File: src/rtl/serial_adder_if.sv
// Handshake and operand/result bundle for serial_adder.
// The OVF signal exists only when SERIAL_ADDER_OVF_EN is defined.
interface serial_adder_if #(
  parameter int unsigned WIDTH = 8
);
  logic             start;
  logic [WIDTH-1:0] A;
  logic [WIDTH-1:0] B;
  logic             Cin;
  logic             busy;
  logic             done;
  logic [WIDTH-1:0] SUM;
  logic             Cout;
`ifdef SERIAL_ADDER_OVF_EN
  logic             OVF;

  modport master (
    output start, A, B, Cin,
    input  busy, done, SUM, Cout, OVF
  );

  modport slave (
    input  start, A, B, Cin,
    output busy, done, SUM, Cout, OVF
  );
`else
  modport master (
    output start, A, B, Cin,
    input  busy, done, SUM, Cout
  );

  modport slave (
    input  start, A, B, Cin,
    output busy, done, SUM, Cout
  );
`endif
endinterface

File: src/rtl/serial_adder.sv
// Bit-serial adder: one full-adder cell, registered carry, LSB first, one bit per clock.
// Define SERIAL_ADDER_OVF_EN to add the signed-overflow output OVF.
module serial_adder #(
  parameter int unsigned WIDTH = 8
) (
  input logic           clk,
  input logic           rst,
  serial_adder_if.slave bus
);

  localparam int unsigned CntW = (WIDTH > 1) ? $clog2(WIDTH) : 1;

  typedef enum logic [1:0] {StIdle, StShift, StDone} state_e;

  state_e state_q, state_d;

  logic [WIDTH-1:0] op_a_q, op_a_d;
  logic [WIDTH-1:0] op_b_q, op_b_d;
  logic [WIDTH-1:0] res_q, res_d;
  logic [WIDTH-1:0] sum_q, sum_d;
  logic [CntW-1:0]  cnt_q, cnt_d;
  logic             carry_q, carry_d;
  logic             cout_q, cout_d;
`ifdef SERIAL_ADDER_OVF_EN
  logic             ovf_q, ovf_d;
`endif

  logic             fa_s, fa_c;
  logic [WIDTH-1:0] res_shift;
  logic             last_bit;
  logic             accept;

  // Full-adder cell on the current LSBs.
  always_comb begin
    fa_s = op_a_q[0] ^ op_b_q[0] ^ carry_q;
    fa_c = (op_a_q[0] & op_b_q[0]) | (op_a_q[0] & carry_q) | (op_b_q[0] & carry_q);
  end

  if (WIDTH == 1) begin : g_res_w1
    assign res_shift = fa_s;
  end else begin : g_res_wn
    assign res_shift = {fa_s, res_q[WIDTH-1:1]};
  end

  assign last_bit = (cnt_q == CntW'(WIDTH - 1));
  assign accept   = ((state_q == StIdle) || (state_q == StDone)) && bus.start;

  // State register.
  always_ff @(posedge clk) begin
    if (rst) begin
      state_q <= StIdle;
    end else begin
      state_q <= state_d;
    end
  end

  // Next-state logic.
  always_comb begin
    state_d = state_q;
    unique case (state_q)
      StIdle:  if (bus.start) state_d = StShift;
      StShift: if (last_bit) state_d = StDone;
      StDone:  state_d = bus.start ? StShift : StIdle;
      default: state_d = StIdle;
    endcase
  end

  // Output logic.
  always_comb begin
    bus.busy = 1'b0;
    bus.done = 1'b0;
    unique case (state_q)
      StShift: bus.busy = 1'b1;
      StDone:  bus.done = 1'b1;
      default: ;
    endcase
  end

  // Datapath next state; results only move on the final shift edge.
  always_comb begin
    op_a_d  = op_a_q;
    op_b_d  = op_b_q;
    res_d   = res_q;
    sum_d   = sum_q;
    cnt_d   = cnt_q;
    carry_d = carry_q;
    cout_d  = cout_q;
`ifdef SERIAL_ADDER_OVF_EN
    ovf_d   = ovf_q;
`endif
    if (accept) begin
      op_a_d  = bus.A;
      op_b_d  = bus.B;
      carry_d = bus.Cin;
      cnt_d   = '0;
    end else if (state_q == StShift) begin
      res_d   = res_shift;
      op_a_d  = op_a_q >> 1;
      op_b_d  = op_b_q >> 1;
      carry_d = fa_c;
      cnt_d   = cnt_q + CntW'(1);
      if (last_bit) begin
        sum_d  = res_shift;
        cout_d = fa_c;
`ifdef SERIAL_ADDER_OVF_EN
        // carry_q is the carry into the MSB on this edge.
        ovf_d  = carry_q ^ fa_c;
`endif
      end
    end
  end

  always_ff @(posedge clk) begin
    if (rst) begin
      op_a_q  <= '0;
      op_b_q  <= '0;
      res_q   <= '0;
      sum_q   <= '0;
      cnt_q   <= '0;
      carry_q <= 1'b0;
      cout_q  <= 1'b0;
`ifdef SERIAL_ADDER_OVF_EN
      ovf_q   <= 1'b0;
`endif
    end else begin
      op_a_q  <= op_a_d;
      op_b_q  <= op_b_d;
      res_q   <= res_d;
      sum_q   <= sum_d;
      cnt_q   <= cnt_d;
      carry_q <= carry_d;
      cout_q  <= cout_d;
`ifdef SERIAL_ADDER_OVF_EN
      ovf_q   <= ovf_d;
`endif
    end
  end

  assign bus.SUM  = sum_q;
  assign bus.Cout = cout_q;
`ifdef SERIAL_ADDER_OVF_EN
  assign bus.OVF  = ovf_q;
`endif

endmodule

File: src/flat_wrapper.sv
// flat-port wrapper written by rule: the top's interface ports become plain ports
module serial_adder_flat 
#(
  parameter int unsigned WIDTH = 8
)
  (clk, rst, bus_start, bus_A, bus_B, bus_Cin, bus_busy, bus_done, bus_SUM, bus_Cout);
  serial_adder_if #(.WIDTH(WIDTH)) bus_i ();
  input logic clk;
  input logic rst;
  input wire logic [$bits(bus_i.start)-1:0] bus_start;
  input wire logic [$bits(bus_i.A)-1:0] bus_A;
  input wire logic [$bits(bus_i.B)-1:0] bus_B;
  input wire logic [$bits(bus_i.Cin)-1:0] bus_Cin;
  output wire logic [$bits(bus_i.busy)-1:0] bus_busy;
  output wire logic [$bits(bus_i.done)-1:0] bus_done;
  output wire logic [$bits(bus_i.SUM)-1:0] bus_SUM;
  output wire logic [$bits(bus_i.Cout)-1:0] bus_Cout;
  assign bus_i.start = bus_start;
  assign bus_i.A = bus_A;
  assign bus_i.B = bus_B;
  assign bus_i.Cin = bus_Cin;
  assign bus_busy = bus_i.busy;
  assign bus_done = bus_i.done;
  assign bus_SUM = bus_i.SUM;
  assign bus_Cout = bus_i.Cout;
  serial_adder #(.WIDTH(WIDTH)) u_core (.clk(clk), .rst(rst), .bus(bus_i));
endmodule
File: config.mk
export PLATFORM = sky130hd
export DESIGN_NAME = serial_adder_flat
export DESIGN_NICKNAME = d
export VERILOG_FILES = /design/src/rtl/serial_adder_if.sv /design/src/rtl/serial_adder.sv /design/src/flat_wrapper.sv
export SDC_FILE = /design/constraint.sdc
export NUM_CORES = 1
export LEC_CHECK = 0
export ABC_AREA = 1
export BUFFER_PORTS_ARGS = -buffer_cell sky130_fd_sc_hd__clkbuf_2
export CORE_MARGIN = 2
export CORE_UTILIZATION = 43
export CTS_BUF_LIST = sky130_fd_sc_hd__clkbuf_8
export DETAILED_ROUTE_END_ITERATION = 8
export PLACE_DENSITY_LB_ADDON = 0.05
export REMOVE_ABC_BUFFERS = 1
export SLEW_MARGIN = 5
export SYNTH_ARGS = -nofsm -noshare
export SYNTH_HDL_FRONTEND = slang
export SYNTH_SLANG_ARGS = --single-unit
File: constraint.sdc
create_clock -name clk -period 1.4 [get_ports clk]
set_input_delay 0.14 -clock clk [delete_from_list [all_inputs] [get_ports clk]]
set_output_delay 0.14 -clock clk [all_outputs]
set_load 0.01 [all_outputs]
* Word-level counts from Yosys, hierarchy flattened *
Index checks and enable logic that the tools add are counted.

operators by class
  equal/unequal tests = 5
  bitwise gates (word level) = 8
  reductions and logical operators = 8
  $mul = 0
  muxes and demuxes = 12
  divide/modulo/power cells = 0
  add/sub/neg operators = 1
  shift operators = 0
  order comparisons = 0

operators by type and width
  cell                                                    count
  two-way mux 8 bit                                       4
  one-hot mux 2 bit (3 select lines)                      1
  two-way mux 1 bit                                       5
  two-way mux 2 bit                                       2
  AND reduction 2 bit                                     2
  adder 3 x 1 -> 3 bit (second input constant)            1
  AND 1 bit                                               3
  == test 3 bit (second input constant)                   1
  AND reduction 3 bit                                     1
  == test 2 x 1 -> 1 bit (second input constant)          1
  == test 2 bit (second input constant)                   1
  zero test 2 bit                                         1
  inequality test 2 x 1 -> 1 bit (second input constant)  1
  inequality test 2 bit (second input constant)           1
  OR 1 bit                                                2
  nonzero test 2 bit                                      1
  OR reduction 2 bit                                      1
  XOR 1 bit                                               2
  logical AND 1 bit                                       1
  logical OR 1 bit                                        1
  inverter 1 bit                                          1

word-level totals
  bits in writable memories = 0
  word-level logic and storage cells = 42
  memories kept = 0
  bits in read-only memories = 0
  output and inout bits = 11
  register bits after elaboration = 39
  bits in latches = 0

* Longest topological paths before layout *
  depth in word-level cells = 5
  depth in mapped cells = 8
  gate-level depth less buffers = 8

* Least setup slack after synthesis *
Ideal clock, no wire load.

  path type = flip-flop to flip-flop
  from = register u_core.cnt_q[0]
  to = register u_core.cout_q, in the netlist u_core.bus.Cout
  stages on the path, launching flop included = 9
  required time = 1288 ps
  setup time = 112 ps
  arrival time = 1069 ps
  clock period less this slack = 1181 ps
  path slack = 219 ps
  cell sequence = dfxtp_1 > ha_1 > ha_1 > inv_1 > nor2_4 > nand2_1 > clkinv_2 > nand2_1 > nand2_1

between the ends
  longest elaborated chain between the ends = 2

RTL lines
  item                                  RTL line             text
  start, declared                       serial_adder.sv:21   logic [CntW-1:0] cnt_q, cnt_d;
  start signal, assigned                serial_adder.sv:130  cnt_q <= cnt_d;
  == test 3 bit                         serial_adder.sv:45   assign last_bit = (cnt_q == CntW'(WIDTH - 1));
  AND reduction 3 bit (no source line)  -
  end signal, assigned                  serial_adder.sv:132  cout_q <= cout_d;
  end, declared                         serial_adder.sv:23   logic cout_q, cout_d;

Every way passes these cells.
A chain may end at the register's enable or synchronous reset.

* Worst setup path after layout *
  from = register u_core.state_q[0]
  to = output port bus_busy

between the ends
  longest elaborated chain between the ends = 2

RTL lines
  item                    RTL line            text
  start, declared         serial_adder.sv:15  state_e state_q, state_d;
  start signal, assigned  serial_adder.sv:51  state_q <= StIdle;
  start signal, assigned  serial_adder.sv:53  state_q <= state_d;
  == test 2 x 1 -> 1 bit  serial_adder.sv:72  unique case (state_q)
  two-way mux 1 bit       serial_adder.sv:72
  end, declared           flat_wrapper.sv:14  output wire logic [$bits(bus_i.busy)-1:0] bus_busy;

Every way passes these cells.

==> impl_metrics.py <==
metrics = {
    "setup_path": {
        "arrival_ns": 1.17,
        "criticalPathCategory": "flop to output port",
        "endpoint_kind": "output port",
        "crit_path_start_kind": "flop",
        "critical-path-slowest-cell": "dfxtp_2",
        "cp_cell_sequence": "nand2_8 -> clkinv_2 -> clkbuf_2",
        "cpPeakStageDelay_ns": 0.37,
        "path_max_fanout": 13,
        "cp_top_family": "flip-flops",
        "crit_buf_inv": 2,
        "required_ns": 1.26,
    },
    "timing": {
        "fmaxAchievable_mhz": 764,
        "worst_pin_slew_ns": 0.199,
        "fin_worst_skew_ns": 0.00748,
        "hold_viol": 0,
        "setup_viol": 0,
        "grt_setup_unrepaired": "false",
        "slew_viol_final": 0,
        "tns_ns": 0,
        "relSlewSlack": 0.867,
        "fin_crit_ns": 1.31,
        "finalCritPeriodShare": 0.935,
    },
    "drt": {
        "wl_per_cell_um": 10.6,
        "drtPass1Iterations": 4,
        "vias": 1473,
        "drt_iter0_markers": 69,
        "vias_per_cell": 4.62,
        "wl_um": 3390,
        "drc": 0,
        "detail-route-antenna-nets": 0,
    },
    "floorplan": {
        "start_util": 0.450,
        "row_count": 23,
        "die_area_um2": 4750,
        "coreArea_um2": 4030,
        "die_h_um": 68.9,
        "die_w_um": 68.9,
        "ioPinCount": 31,
    },
    "cts": {
        "cts_tree": "done",
        "post_cts_buffers": 0,
        "cts.sinks": 38,
        "clkLatencyLatePin_ns": 0.29,
        "cts.clk_slew.worst_paths_ns": 0.08,
        "cts_inserted_buffers": 5,
        "root_buffer": "clkbuf_8",
        "cts_buffer_depth": 2,
        "h-tree-depth": 2,
    },
    "outcome": {
        "status": "finished clean",
    },
    "final_layout": {
        "final_cell_mix": "38 x nand2_1, 37 x dfxtp_1, 32 x nor2_1",
        "syn2layout_area_growth_pct": 16.8,
        "final_net_count": 291,
        "diodes": 0,
        "fin_util": 0.525,
        "final_common_cell": "nand2_1",
        "fillCellCount": 406,
        "drive_gt1_frac": 0.331,
    },
    "power": {
        "powerDensity_nw_per_um2": 1110,
        "leakage_nw": 1.01,
        "total_power_mw": 2.35,
        "vdd_ir_drop_max_mv": 0.710,
    },
    "synthesis": {
        "ys_ff_latch": 38,
        "syn_area_um2": 1810,
        "yosysWarningCount": 0,
        "synth_seq_area_share": 0.420,
        "syn_inst": 231,
        "synth_area_per_cell_um2": 7.85,
        "ys_types": 26,
    },
    "global_route": {
        "grtUsageTotal": 0.170,
        "grt_start_max_net_pins": 21,
        "antenna_found_initial": 0,
        "grt_overflow": 0,
        "grt_pass1_wl_um": 5930,
        "grt_pass1_vias": 1378,
    },
    "placement": {
        "gp_congestion": 0.776,
        "portBuffers": 30,
        "dp_hpwl_um": 2470,
    },
    "worst_hold_path": {
        "min_path_type": "primary input to flop",
    },
    "flow_run": {
        "maxCapViolations": 0,
    },
}
-- cell usage after synthesis (all sizes together) --
master  count  area share
fa          1       0.011
a21oi      15       0.058
nor2       37       0.089
inv        31       0.066
xor2        1      0.0048
buf         9       0.048
ha          2       0.014
clkinv      2      0.0055
o21ai      18       0.050
nand2      50        0.14
dfxtp      38        0.42
nand3      27       0.097
-- worst paths after layout --
path                                   startpoint           endpoint  slack (ns)  depth (start not counted)
worst min register to register    u_core.res_q[3]  u_core.bus.SUM[2]        0.47                          2
worst max-delay path            u_core.state_q[0]           bus_busy        0.09                          3
worst max register to register    u_core.cnt_q[0]    u_core.bus.Cout        0.15                          8
worst min-delay path                     bus_B[7]   u_core.op_b_q[7]        0.07                          3
-- through the flow --
| step | setup WS, ns | hold WS, ns | instances | area, um2 |
|---|---|---|---|---|
| after floorplan | 0.0322 | 0.202 | 222 | 1730 |
| after global placement | 0.123 | 0.361 | 311 | 2020 |
| after detailed placement | 0.113 | 0.371 | 311 | 2020 |
| after CTS | 0.0304 | 0.0643 | 319 | 2110 |
| after global routing | 0.0240 | 0.0811 | 319 | 2120 |
| final | 0.0914 | 0.0667 | 319 | 2120 |
-- where the power goes --
| group | leakage (nW) | internal [mW] | switching, mW |
|---|---|---|---|
| combinational | 0.651 | 0.149 | 0.215 |
| clock | 0.0472 | 0.396 | 0.394 |
| sequential | 0.312 | 1.15 | 0.0431 |
-- sequential cells by signal (all words and copies together) (netlist names) --
name,flops
u_core.bus.Cout,1
u_core.bus.SUM,8
u_core.carry_q,1
u_core.cnt_q,3
u_core.op_a_q,8
u_core.op_b_q,8
u_core.res_q,7
u_core.state_q,2
-- worst register-to-register path, stage by stage, from the launching register on --
cell	delay, ns
dfxtp_1	0.32
ha_1	0.19
ha_1	0.17
inv_1	0.11
nor2_4	0.06
nand2_1	0.12
inv_4	0.06
nand2_1	0.07
nand2_1	0.05
-- final cells by class --
| cell class | instances | area (um2) | share of cell area |
|---|---|---|---|
| Tap cell | 50 | 62.6 | 0.0296 |
| Inverter | 33 | 131 | 0.0621 |
| Sequential cell | 38 | 762 | 0.360 |
| Multi-Input combinational cell | 151 | 836 | 0.395 |
| Clock buffer | 6 | 82.6 | 0.0390 |
| Clock inverter | 2 | 12.5 | 0.00591 |
| Timing Repair Buffer | 39 | 230 | 0.109 |
-- kinds of logic (layout without fill, tap and decap cells) --
group / after synthesis / after routing / share of synthesized area
xor+xnor: 1 / 1 / 0.00483
buf+inv: 42 / 80 / 0.119
compound gates: 33 / 33 / 0.108
flops: 38 / 38 / 0.420
simple gates: 114 / 114 / 0.324
fa+ha+maj: 3 / 3 / 0.0248
-- metal layers --
layer / part of all wire / vias to the layer above / track usage
met1: 0.51 / 645 / 0.217
met2: 0.43 / 26 / 0.273
met4: 0.016 / 0 / 0.0735
met5: 0 / - / 0
li1: - / 794 / -
met3: 0.037 / 8 / 0.0390
-- repair_timing --
item | 4_1_cts | 5_1_grt
endpoints found under the hold margin | 0 | 0
resized for setup | 1 | 2
setup endpoints to repair | 1 | 2
hold buffers | 0 | 0
Power figures use the tool's default switching activity.
